File: src/rtl/wb_commit_pkg.sv
// Shared types for the writeback commit unit: result source tag, queued
// result entry and the hard-wired zero register index.
package wb_pkg;

  localparam int XLEN = 32;

  localparam logic [4:0] REG_ZERO = 5'd0;

  typedef enum logic {
    SRC_ALU = 1'b0,
    SRC_LSU = 1'b1
  } wb_src_e;

  typedef struct packed {
    logic [4:0]      rd;
    logic [XLEN-1:0] data;
    wb_src_e         src;
  } wb_entry_t;

endpackage

File: src/rtl/wb_commit_fifo.sv
// Synchronous result FIFO for the writeback commit unit. Holds results that
// were accepted while the commit slot was occupied and stalled. Push and pop
// in the same cycle are allowed even when full, since the pop frees the slot
// the push lands in.
module wb_fifo
  import wb_pkg::*;
#(
  parameter int DEPTH = 4,
  localparam int AW = $clog2(DEPTH)
) (
  input  logic      clk,
  input  logic      rst_n,
  input  logic      push,
  input  wb_entry_t push_data,
  input  logic      pop,
  output wb_entry_t pop_data,
  output logic [AW:0] count,
  output logic      empty,
  output logic      full
);

  localparam logic [AW:0] DEPTH_C = (AW+1)'(DEPTH);

  wb_entry_t         mem [DEPTH];
  logic [AW-1:0]     wr_ptr;
  logic [AW-1:0]     rd_ptr;
  logic              do_push;
  logic              do_pop;

  assign empty    = (count == '0);
  assign full     = (count == DEPTH_C);
  assign do_pop   = pop & ~empty;
  assign do_push  = push & (~full | do_pop);
  assign pop_data = mem[rd_ptr];

  // Storage array: data only, never reset.
  always_ff @(posedge clk) begin
    if (do_push) begin
      mem[wr_ptr] <= push_data;
    end
  end

  // Pointer and occupancy bookkeeping; pointers wrap because DEPTH is a power of two.
  always_ff @(posedge clk or negedge rst_n) begin
    if (!rst_n) begin
      wr_ptr <= '0;
      rd_ptr <= '0;
      count  <= '0;
    end else begin
      if (do_push) wr_ptr <= wr_ptr + 1'b1;
      if (do_pop)  rd_ptr <= rd_ptr + 1'b1;
      case ({do_push, do_pop})
        2'b10:   count <= count + 1'b1;
        2'b01:   count <= count - 1'b1;
        default: count <= count;
      endcase
    end
  end

endmodule

File: src/rtl/wb_commit.sv
// Writeback commit unit: merges ALU and LSU results into the single register
// file write port in acceptance order, buffers results across writeback
// stalls, and tracks destinations of in-flight long-latency instructions.
// XLEN must equal wb_pkg::XLEN, which sizes the queued entry.
module wb_commit
  import wb_pkg::*;
#(
  parameter int DEPTH = 4,
  parameter int XLEN  = 32,
  localparam int CW   = $clog2(DEPTH) + 1
) (
  input  logic            i_clk,
  input  logic            i_rst_n,
  input  logic            i_alu_valid,
  output logic            o_alu_ready,
  input  logic [4:0]      i_alu_rd,
  input  logic [XLEN-1:0] i_alu_data,
  input  logic            i_lsu_valid,
  output logic            o_lsu_ready,
  input  logic [4:0]      i_lsu_rd,
  input  logic [XLEN-1:0] i_lsu_data,
  input  logic            i_issue_valid,
  input  logic [4:0]      i_issue_rd,
  input  logic            i_wb_stall,
  output logic [4:0]      o_rd_addr,
  output logic [XLEN-1:0] o_rd_data,
  output logic            o_rd_wren,
  output logic [31:0]     o_busy,
  output logic [CW-1:0]   o_count
);

  // ---- stage p0: arbitration and acceptance ----
  logic      rr_flag;
  logic      space_p0;
  logic      grant_alu_p0;
  logic      grant_lsu_p0;
  logic      alu_hs_p0;
  logic      lsu_hs_p0;
  logic      vld_p0;
  wb_entry_t entry_p0;

  // FIFO interface
  logic      fifo_push;
  logic      fifo_pop;
  wb_entry_t fifo_head;
  logic      fifo_empty;
  logic      fifo_full;

  // ---- stage p1: commit slot ----
  logic      vld_p1;
  wb_entry_t slot_p1;
  logic      slot_free;
  logic      bypass;
  logic      commit_lsu;
  logic [31:0] busy_next;

  // Full is derived from the registered occupancy, so a same-cycle pop never raises ready.
  assign space_p0 = ~fifo_full;

  assign grant_alu_p0 = i_alu_valid & (~i_lsu_valid | ~rr_flag);
  assign grant_lsu_p0 = i_lsu_valid & (~i_alu_valid |  rr_flag);

  assign o_alu_ready = grant_alu_p0 & space_p0 & i_rst_n;
  assign o_lsu_ready = grant_lsu_p0 & space_p0 & i_rst_n;

  assign alu_hs_p0 = i_alu_valid & o_alu_ready;
  assign lsu_hs_p0 = i_lsu_valid & o_lsu_ready;

  // Select the accepted payload; grants are mutually exclusive.
  always_comb begin
    entry_p0 = '0;
    if (lsu_hs_p0) begin
      entry_p0.rd   = i_lsu_rd;
      entry_p0.data = i_lsu_data;
      entry_p0.src  = SRC_LSU;
    end else begin
      entry_p0.rd   = i_alu_rd;
      entry_p0.data = i_alu_data;
      entry_p0.src  = SRC_ALU;
    end
  end

  // x0 results complete their handshake but are dropped here.
  assign vld_p0 = (alu_hs_p0 | lsu_hs_p0) & (entry_p0.rd != REG_ZERO);

  // Slot moves when empty or when its current entry is being written this cycle.
  assign slot_free = ~vld_p1 | ~i_wb_stall;
  assign fifo_pop  = slot_free & ~fifo_empty;
  assign bypass    = slot_free &  fifo_empty & vld_p0;
  assign fifo_push = vld_p0 & ~bypass;

  wb_fifo #(
    .DEPTH (DEPTH)
  ) u_fifo (
    .clk       (i_clk),
    .rst_n     (i_rst_n),
    .push      (fifo_push),
    .push_data (entry_p0),
    .pop       (fifo_pop),
    .pop_data  (fifo_head),
    .count     (o_count),
    .empty     (fifo_empty),
    .full      (fifo_full)
  );

  // Round-robin pointer: flips only when both sources competed and one won.
  always_ff @(posedge i_clk or negedge i_rst_n) begin
    if (!i_rst_n) begin
      rr_flag <= 1'b0;
    end else if (i_alu_valid & i_lsu_valid & space_p0) begin
      rr_flag <= ~rr_flag;
    end
  end

  // ---- stage p1 boundary: commit slot register ----
  // Commit slot: head of queue first, otherwise the fresh result, otherwise empty.
  always_ff @(posedge i_clk or negedge i_rst_n) begin
    if (!i_rst_n) begin
      vld_p1  <= 1'b0;
      slot_p1 <= '0;
    end else if (slot_free) begin
      if (fifo_pop) begin
        vld_p1  <= 1'b1;
        slot_p1 <= fifo_head;
      end else if (bypass) begin
        vld_p1  <= 1'b1;
        slot_p1 <= entry_p0;
      end else begin
        vld_p1  <= 1'b0;
      end
    end
  end

  assign o_rd_addr  = slot_p1.rd;
  assign o_rd_data  = slot_p1.data;
  assign o_rd_wren  = vld_p1 & ~i_wb_stall;
  assign commit_lsu = o_rd_wren & (slot_p1.src == SRC_LSU);

  // Scoreboard update: clear on LSU commit, then set on issue so set wins.
  always_comb begin
    busy_next = o_busy;
    if (commit_lsu) begin
      busy_next[slot_p1.rd] = 1'b0;
    end
    if (i_issue_valid && (i_issue_rd != REG_ZERO)) begin
      busy_next[i_issue_rd] = 1'b1;
    end
    busy_next[0] = 1'b0;
  end

  // Pending-destination scoreboard register.
  always_ff @(posedge i_clk or negedge i_rst_n) begin
    if (!i_rst_n) begin
      o_busy <= '0;
    end else begin
      o_busy <= busy_next;
    end
  end

endmodule

File: config.mk
export PLATFORM = sky130hd
export DESIGN_NAME = wb_commit
export DESIGN_NICKNAME = d
export VERILOG_FILES = /design/src/rtl/wb_commit_pkg.sv /design/src/rtl/wb_commit_fifo.sv /design/src/rtl/wb_commit.sv
export SDC_FILE = /design/constraint.sdc
export NUM_CORES = 1
export LEC_CHECK = 0
export CAP_MARGIN = 20
export CORE_MARGIN = 3
export CORE_UTILIZATION = 55
export DETAILED_ROUTE_END_ITERATION = 8
export PLACE_DENSITY = 0.86
export RECOVER_POWER = 100
export SLEW_MARGIN = 0
export SYNTH_ARGS = -nofsm -noshare
export SYNTH_HDL_FRONTEND = slang
export SYNTH_SLANG_ARGS = --single-unit
File: constraint.sdc
create_clock -name i_clk -period 6.84 [get_ports i_clk]
set_input_delay 1.368 -clock i_clk [delete_from_list [all_inputs] [get_ports i_clk]]
set_output_delay 1.368 -clock i_clk [all_outputs]
set_load 0.03 [all_outputs]
# --- Word level (Yosys, flattened, before mapping) ---
# Memory sizes are Yosys's and may differ from the RTL's.
# Index checks and enable logic that the tools add are counted.
word_totals:
  inputBits: 85
  wordCells: 79
  reg_bits: 78
  out_inout_bits: 75
  ramBits: 152
  n_memories: 1
memory_table:
  columns: ["name", "depth", "word_bits", "rd", "rd_ports_with_merged_regs", "wr", "line", "text"]
  rows:
  - ["u_fifo.mem", 4, 38, 1, 0, 1, "wb_commit_fifo.sv:24", "wb_entry_t mem [DEPTH];"]
op_classes:
  n_eq_ne: 3
  addsub: 4
  order_cmp: 4
  n_mux: 14
  n_bitwise: 35
  reduce_logical: 9
ops:
  columns: ["operator", "count"]
  rows:
  - ["38-bit two-way mux", 3]
  - ["32-bit two-way mux", 2]
  - ["32-bit AND", 1]
  - ["32-bit inverter", 1]
  - ["32-bit OR", 1]
  - ["1-bit AND", 19]
  - ["5-bit by 6-bit < comparator with 1-bit output (second input constant)", 2]
  - ["1-bit demux with 5-bit select", 2]
  - ["5-bit by 1-bit greater-or-equal comparator with 1-bit output (second input constant)", 2]
  - ["5-bit nonzero test", 2]
  - ["1-bit inverter", 8]
  - ["1-bit two-way mux", 6]
  - ["3-bit case mux with 2 select lines", 1]
  - ["1-bit OR", 5]
  - ["2-bit by 1-bit adder with 2-bit output (second input constant)", 2]
  - ["2-bit nonzero test", 2]
  - ["3-bit by 1-bit adder with 3-bit output (second input constant)", 1]
  - ["3-bit == test (second input constant)", 1]
  - ["1-bit logical AND", 3]
  - ["3-bit zero test", 1]
  - ["3-bit by 1-bit subtractor with 3-bit output (second input constant)", 1]
  - ["2-bit by 1-bit == test with 1-bit output (second input constant)", 1]
  - ["2-bit == test (second input constant)", 1]
  - ["2-bit AND reduction", 1]

# --- Longest topological paths before layout ---
depth:
  depth_word: 15
  mapped_depth: 11

# --- Hierarchy ---
# From an unflattened synthesis, not the netlist that was laid out.
unflattened:
  cells_unflattened: 648
  hier_area_um2: 10108.4
by_module_without_submodules:
  columns: ["module", "cells_per_inst", "area_per_inst_um2", "n_inst"]
  rows:
  - ["wb_fifo", 253, 5988.2, 1]
  - ["wb_commit", 395, 4120.2, 1]

# --- Least setup slack after synthesis ---
# No wires, ideal clock.
synth_path:
  path_kind: "input port to output port"
  from: "input port i_lsu_valid"
  to: "output port o_alu_ready"
  arrival_ns: 2.294
  path_slack_ns: 3.178
  path_stages: 2
  path_cell_list: "o21ai_0 > a211oi_1"
synth_between:
  elab_chain_len: 5
synth_rtl:
  columns: ["item", "line", "text"]
  rows:
  - ["from (decl)", "wb_commit.sv:18", "input logic i_lsu_valid,"]
  - ["1-bit inverter", "wb_commit.sv:60", "assign grant_alu_p0 = i_alu_valid & (~i_lsu_valid | ~rr_flag);"]
  - ["1-bit OR", "wb_commit.sv:60", null]
  - ["1-bit AND", "wb_commit.sv:60", null]
  - ["1-bit AND (2 in a row)", "wb_commit.sv:63", "assign o_alu_ready = grant_alu_p0 & space_p0 & i_rst_n;"]
  - ["to (decl)", "wb_commit.sv:15", "output logic o_alu_ready,"]
# No other way between the ends.

# --- Worst setup path in the final report ---
layout_path:
  from: "input port i_lsu_valid"
  to: "register slot_p1 (netlist bit o_rd_data[3])"
layout_between:
  elab_chain_len: 11
  elab_cells_between_ends: 19
layout_rtl:
  columns: ["item", "line", "text"]
  rows:
  - ["1-bit inverter", "wb_commit.sv:60", null]
  - ["1-bit OR", "wb_commit.sv:60", null]
  - ["1-bit AND", "wb_commit.sv:60", null]
  - ["1-bit AND (2 in a row)", "wb_commit.sv:63", null]
  - ["1-bit AND", "wb_commit.sv:66", "assign alu_hs_p0 = i_alu_valid & o_alu_ready;"]
  - ["1-bit OR", "wb_commit.sv:84", "assign vld_p0 = (alu_hs_p0 | lsu_hs_p0) & (entry_p0.rd != REG_ZERO);"]
  - ["1-bit AND", "wb_commit.sv:84", null]
  - ["1-bit AND", "wb_commit.sv:89", "assign bypass = slot_free & fifo_empty & vld_p0;"]
  - ["2-bit nonzero test (no line)", null, null]
  - ["2-bit AND reduction (no line)", null, null]
  - ["to (signal assigned)", "wb_commit.sv:124", "slot_p1 <= fifo_head;"]
  - ["to (signal assigned)", "wb_commit.sv:127", "slot_p1 <= entry_p0;"]
  - ["to (decl)", "wb_commit.sv:51", "wb_entry_t slot_p1;"]
# Several ways; a longest one is shown, not always the timed one. The select of a mux whose other input is x is not followed.
# A chain may end at the register's enable or synchronous reset.

==> results list <==
* Final critical delay including setup and external delays: 5.30 ns
- For this run, design rule violations remaining after detail routing come to 0.
* Final Max Slew Viols: 154
- At the end of routability-driven placement, the weighted congestion stood at 0.827.
- Worst path arrival time: 5.65 ns
* Longest Clk Path Bufs: 3
- Derived from the worst setup path, the maximum achievable clock frequency is 0.189 GHz.
- At the later pin of the worst-skew pair, clock insertion delay measures 0.50 ns.
- Clock Sinks: 230
- Measured along the y axis, the die boundary spans 142 µm.
- Sequential cell area fraction in the yosys report: 64.3%
- Post-synth top area share: 45.0%
* Number of global-route vias before repair: 6,463
- Number of placement rows: 49
- The floorplan step defined a core boundary enclosing 18,000 µm².
* Number of distinct library cells after synthesis: 42
- After detailed routing, the number of vias per cell comes to 6.17.
- Across the run, the number of max-cap violations was 4.
- The detail route stage leaves a number of antenna-violating nets equal to 0.
- Clock-pin slew on the worst setup and hold paths: 0.06 ns
* Synthesis-stage register bit count: 230
- Launching element type of the critical path: input port
- Layout Cell Area excl Fill: 12,200 µm²
* Setup Viol. Count Final: 0
- Buffers inserted during clock tree synthesis total 22.
- In this run, synthesis inferred 152 flip-flops with an integrated enable.
- Worst-Margin Slew: 2.73 ns
- The most used flip-flop cell after synthesis is edfxtp_1.
- For the final routed database, the setup TNS stands at 0 ns.
- In this run the worst path has a maximum fanout of 40.
* Total global routing overflow: 0
* Status: finished, violations left
* Post-synthesis cell area: 10,100 µm²
* Number of antenna violations at the first check in global routing: 0
* Setup repair after global routing missed its margin: false
- Cells after Synth: 643
- Number of endpoints with negative hold slack in the final report: 0
- The die covers 20,100 µm².
- In this run the worst hold path is classified as flop to flop.
- Fraction of final layout cells with drive strength greater than 1: 16.6%
* X dimension of the die: 142 µm
* Wire length of the first global-routing pass: 35,900 µm
* Violation count after the first detailed-routing iteration: 422
- Summing all flip-flop and latch instances after layout gives 6520 µm².
- Number of H-tree levels: 1
* Worst setup path category: input port to flop
- TritonRoute pass-1 iters: 4
- Category of the worst setup path capture point: flop
* WL/cell: 23.1 µm
- Count of pins on the block boundary: 160
* Average footprint of a synthesized cell: 15.8 µm²
* Post-route fraction of the period consumed by the critical path: 77.5%
- Placed wire-length estimate: 14,400 µm
* Number of fillers in the final layout: 1,185
- Dividing total power by cell area gives a power density of 453 nW/µm².
- By instance count, the leading cell after synthesis is edfxtp_1.
* Routed vias: 6,178
* Final net count: 847
* Cell area reported after detailed placement: 11,600 µm²
* Post-CTS Setup Bufs: 0
- Violated checks: capacitance limit, slew limit
- GRT Overall Usage: 22.9%
- Yosys printed 0 warnings.
- The repair_antennas step left the layout with diodes totalling 0.
* Net count after synthesis: 734
- Sorting the synthesized cells by how often they occur yields 152 x edfxtp_1, 78 x dfrtp_1, 63 x o21ai_0.
- Starting utilization of the core area: 56.2%
* Max Clock Skew: 0.00773 ns
- Leading cell types by total area after synthesis: edfxtp_1 45%, dfrtp_1 19%, mux4_2 8.4%, a2bb2oi_1 3.2%, o21ai_0 3.1%
* Leakage: 4.29 nW
- The area growth from synthesis to layout is 20.5%.
* Critical path data required time: 7.19 ns
- Headroom to the max-slew limit came out at -82.1%.
- In the final layout, the multi-input gates occupy 3020 µm².
- Counting flops with an async set or reset pin after synthesis yields a share of 33.9%.
- Cell taking the most area after synthesis: edfxtp_1
* Post-CTS Resized: 0
* Routed Wire Length: 23,100 µm
- The number of hold buffers added after CTS was 0.
* Worst voltage drop across the vdd grid: 336 µV
- Number of port buffers: 158
- Maximum number of pins on one net before global-route repair: 52
- TritonCTS built the clock tree.
- Clock root buffer: clkbuf_16
routing by layer:
layer	vias up	track usage (%)	part of all wire (%)
li1	2667	-	-
met1	3159	29.9	39
met2	292	39.6	52
met3	60	3.13	6.8
met4	0	8.28	3.1
met5	-	0	0
sequential cells by signal, summed over array words and instances (netlist names):
| register | count |
|---|---|
| vld_p1 | 1 |
| o_busy | 31 |
| o_rd_addr | 5 |
| rr_flag | 1 |
| u_fifo.rd_ptr | 2 |
| o_rd_data | 32 |
| u_fifo.count | 3 |
| u_fifo.wr_ptr | 2 |
| u_fifo.mem | 152 |
| slot_p1 | 1 |
critical path: stages:
cell and delay (ns):
dlygate4sd3_1 0.65, or4b_1 0.47, nor4_1 0.21, or3_1 1.30, a21oi_1 1.04, buf_16 0.44
a2bb2oi_1 0.15
cells by family (layout without fill, tap and decap cells):
family	Yosys count	in the layout	synth area share (%)
other	1	1	0.0370
DFF	230	230	64.3
adders and majority gates	6	6	0.815
buffers and inverters	81	210	5.15
AOI/OAI and AO/OA	144	144	9.70
xor gates and xnor gates	7	7	0.605
muxes	77	77	13.5
and+or+nand+nor	97	97	5.96
power breakdown:
part	switching [mW]	internal [mW]	total (mW)	leakage (nW)
clock	0.494	0.710	1.20	0.350
combinational	1.20	0.965	2.16	1.67
sequential	0.267	1.90	2.17	2.28
total	1.96	3.58	5.54	4.29
path summary, 6_finish.rpt:
check                            start  depth (start not counted)               end  slack (ns)
setup / recovery           i_lsu_valid                          7      o_rd_data[3]        1.54
max in group asynchronous      i_rst_n                          2  u_fifo.rd_ptr[1]        2.94
setup reg to reg               rr_flag                          6      o_rd_data[3]        2.78
hold reg to reg              o_busy[4]                          2         o_busy[4]        0.51
min in group asynchronous      i_rst_n                          1     o_rd_data[17]        0.80
hold / removal               o_busy[4]                          2         o_busy[4]        0.51
layout make-up:
cell class	count	share of cell area (%)
Clock buffer	28	5.03
Clock inverter	12	0.902
Inverter	6	0.184
Multi-Input combinational cell	332	24.8
Sequential cell	230	53.4
Tap cell	229	2.35
Timing Repair Buffer	164	13.4
stage by stage:
stage | power, mW | worst slack, ns | utilization, % | hold slack [ns] | std cells
floorplan | 3.77 | 3.18 | - | 0.455 | 643
global placement | 4.34 | 2.37 | 64.2 | 0.479 | 960
detailed placement | 4.45 | 2.22 | 64.2 | 0.493 | 960
CTS | 5.67 | 2.30 | 68.2 | 0.505 | 1000
global route | 5.80 | 1.21 | 67.8 | 0.516 | 1001
finish | 5.54 | 1.54 | 67.8 | 0.511 | 1001
layout by cell type (no fill, tap or decap), types with 2 or more instances in the layout:
master	Yosys	layout
a2bb2oi_1	37	37
and2_0	0	2
and2_2	0	4
buf_4	39	4
bufinv_16	0	2
clkbuf_1	19	5
clkbuf_16	0	23
clkbuf_8	0	2
clkdlybuf4s50_1	0	81
clkinv_1	0	5
clkinv_2	0	2
dfrtp_1	78	76
dfrtp_2	0	2
dlygate4sd3_1	0	76
edfxtp_1	152	152
ha_1	5	5
inv_1	6	6
mux2_1	0	37
mux4_2	38	38
nand2_1	10	10
nand2b_1	4	4
nand3_1	4	4
nand3b_1	9	9
nor2_1	9	9
nor2b_1	2	2
nor3_2	0	2
o21ai_0	63	63
o31ai_1	38	38
or2_2	37	37
or3_1	4	4
or3b_2	3	3
xnor2_1	3	3
xor2_1	4	4
Note: power is estimated with default switching activity, not from simulation.
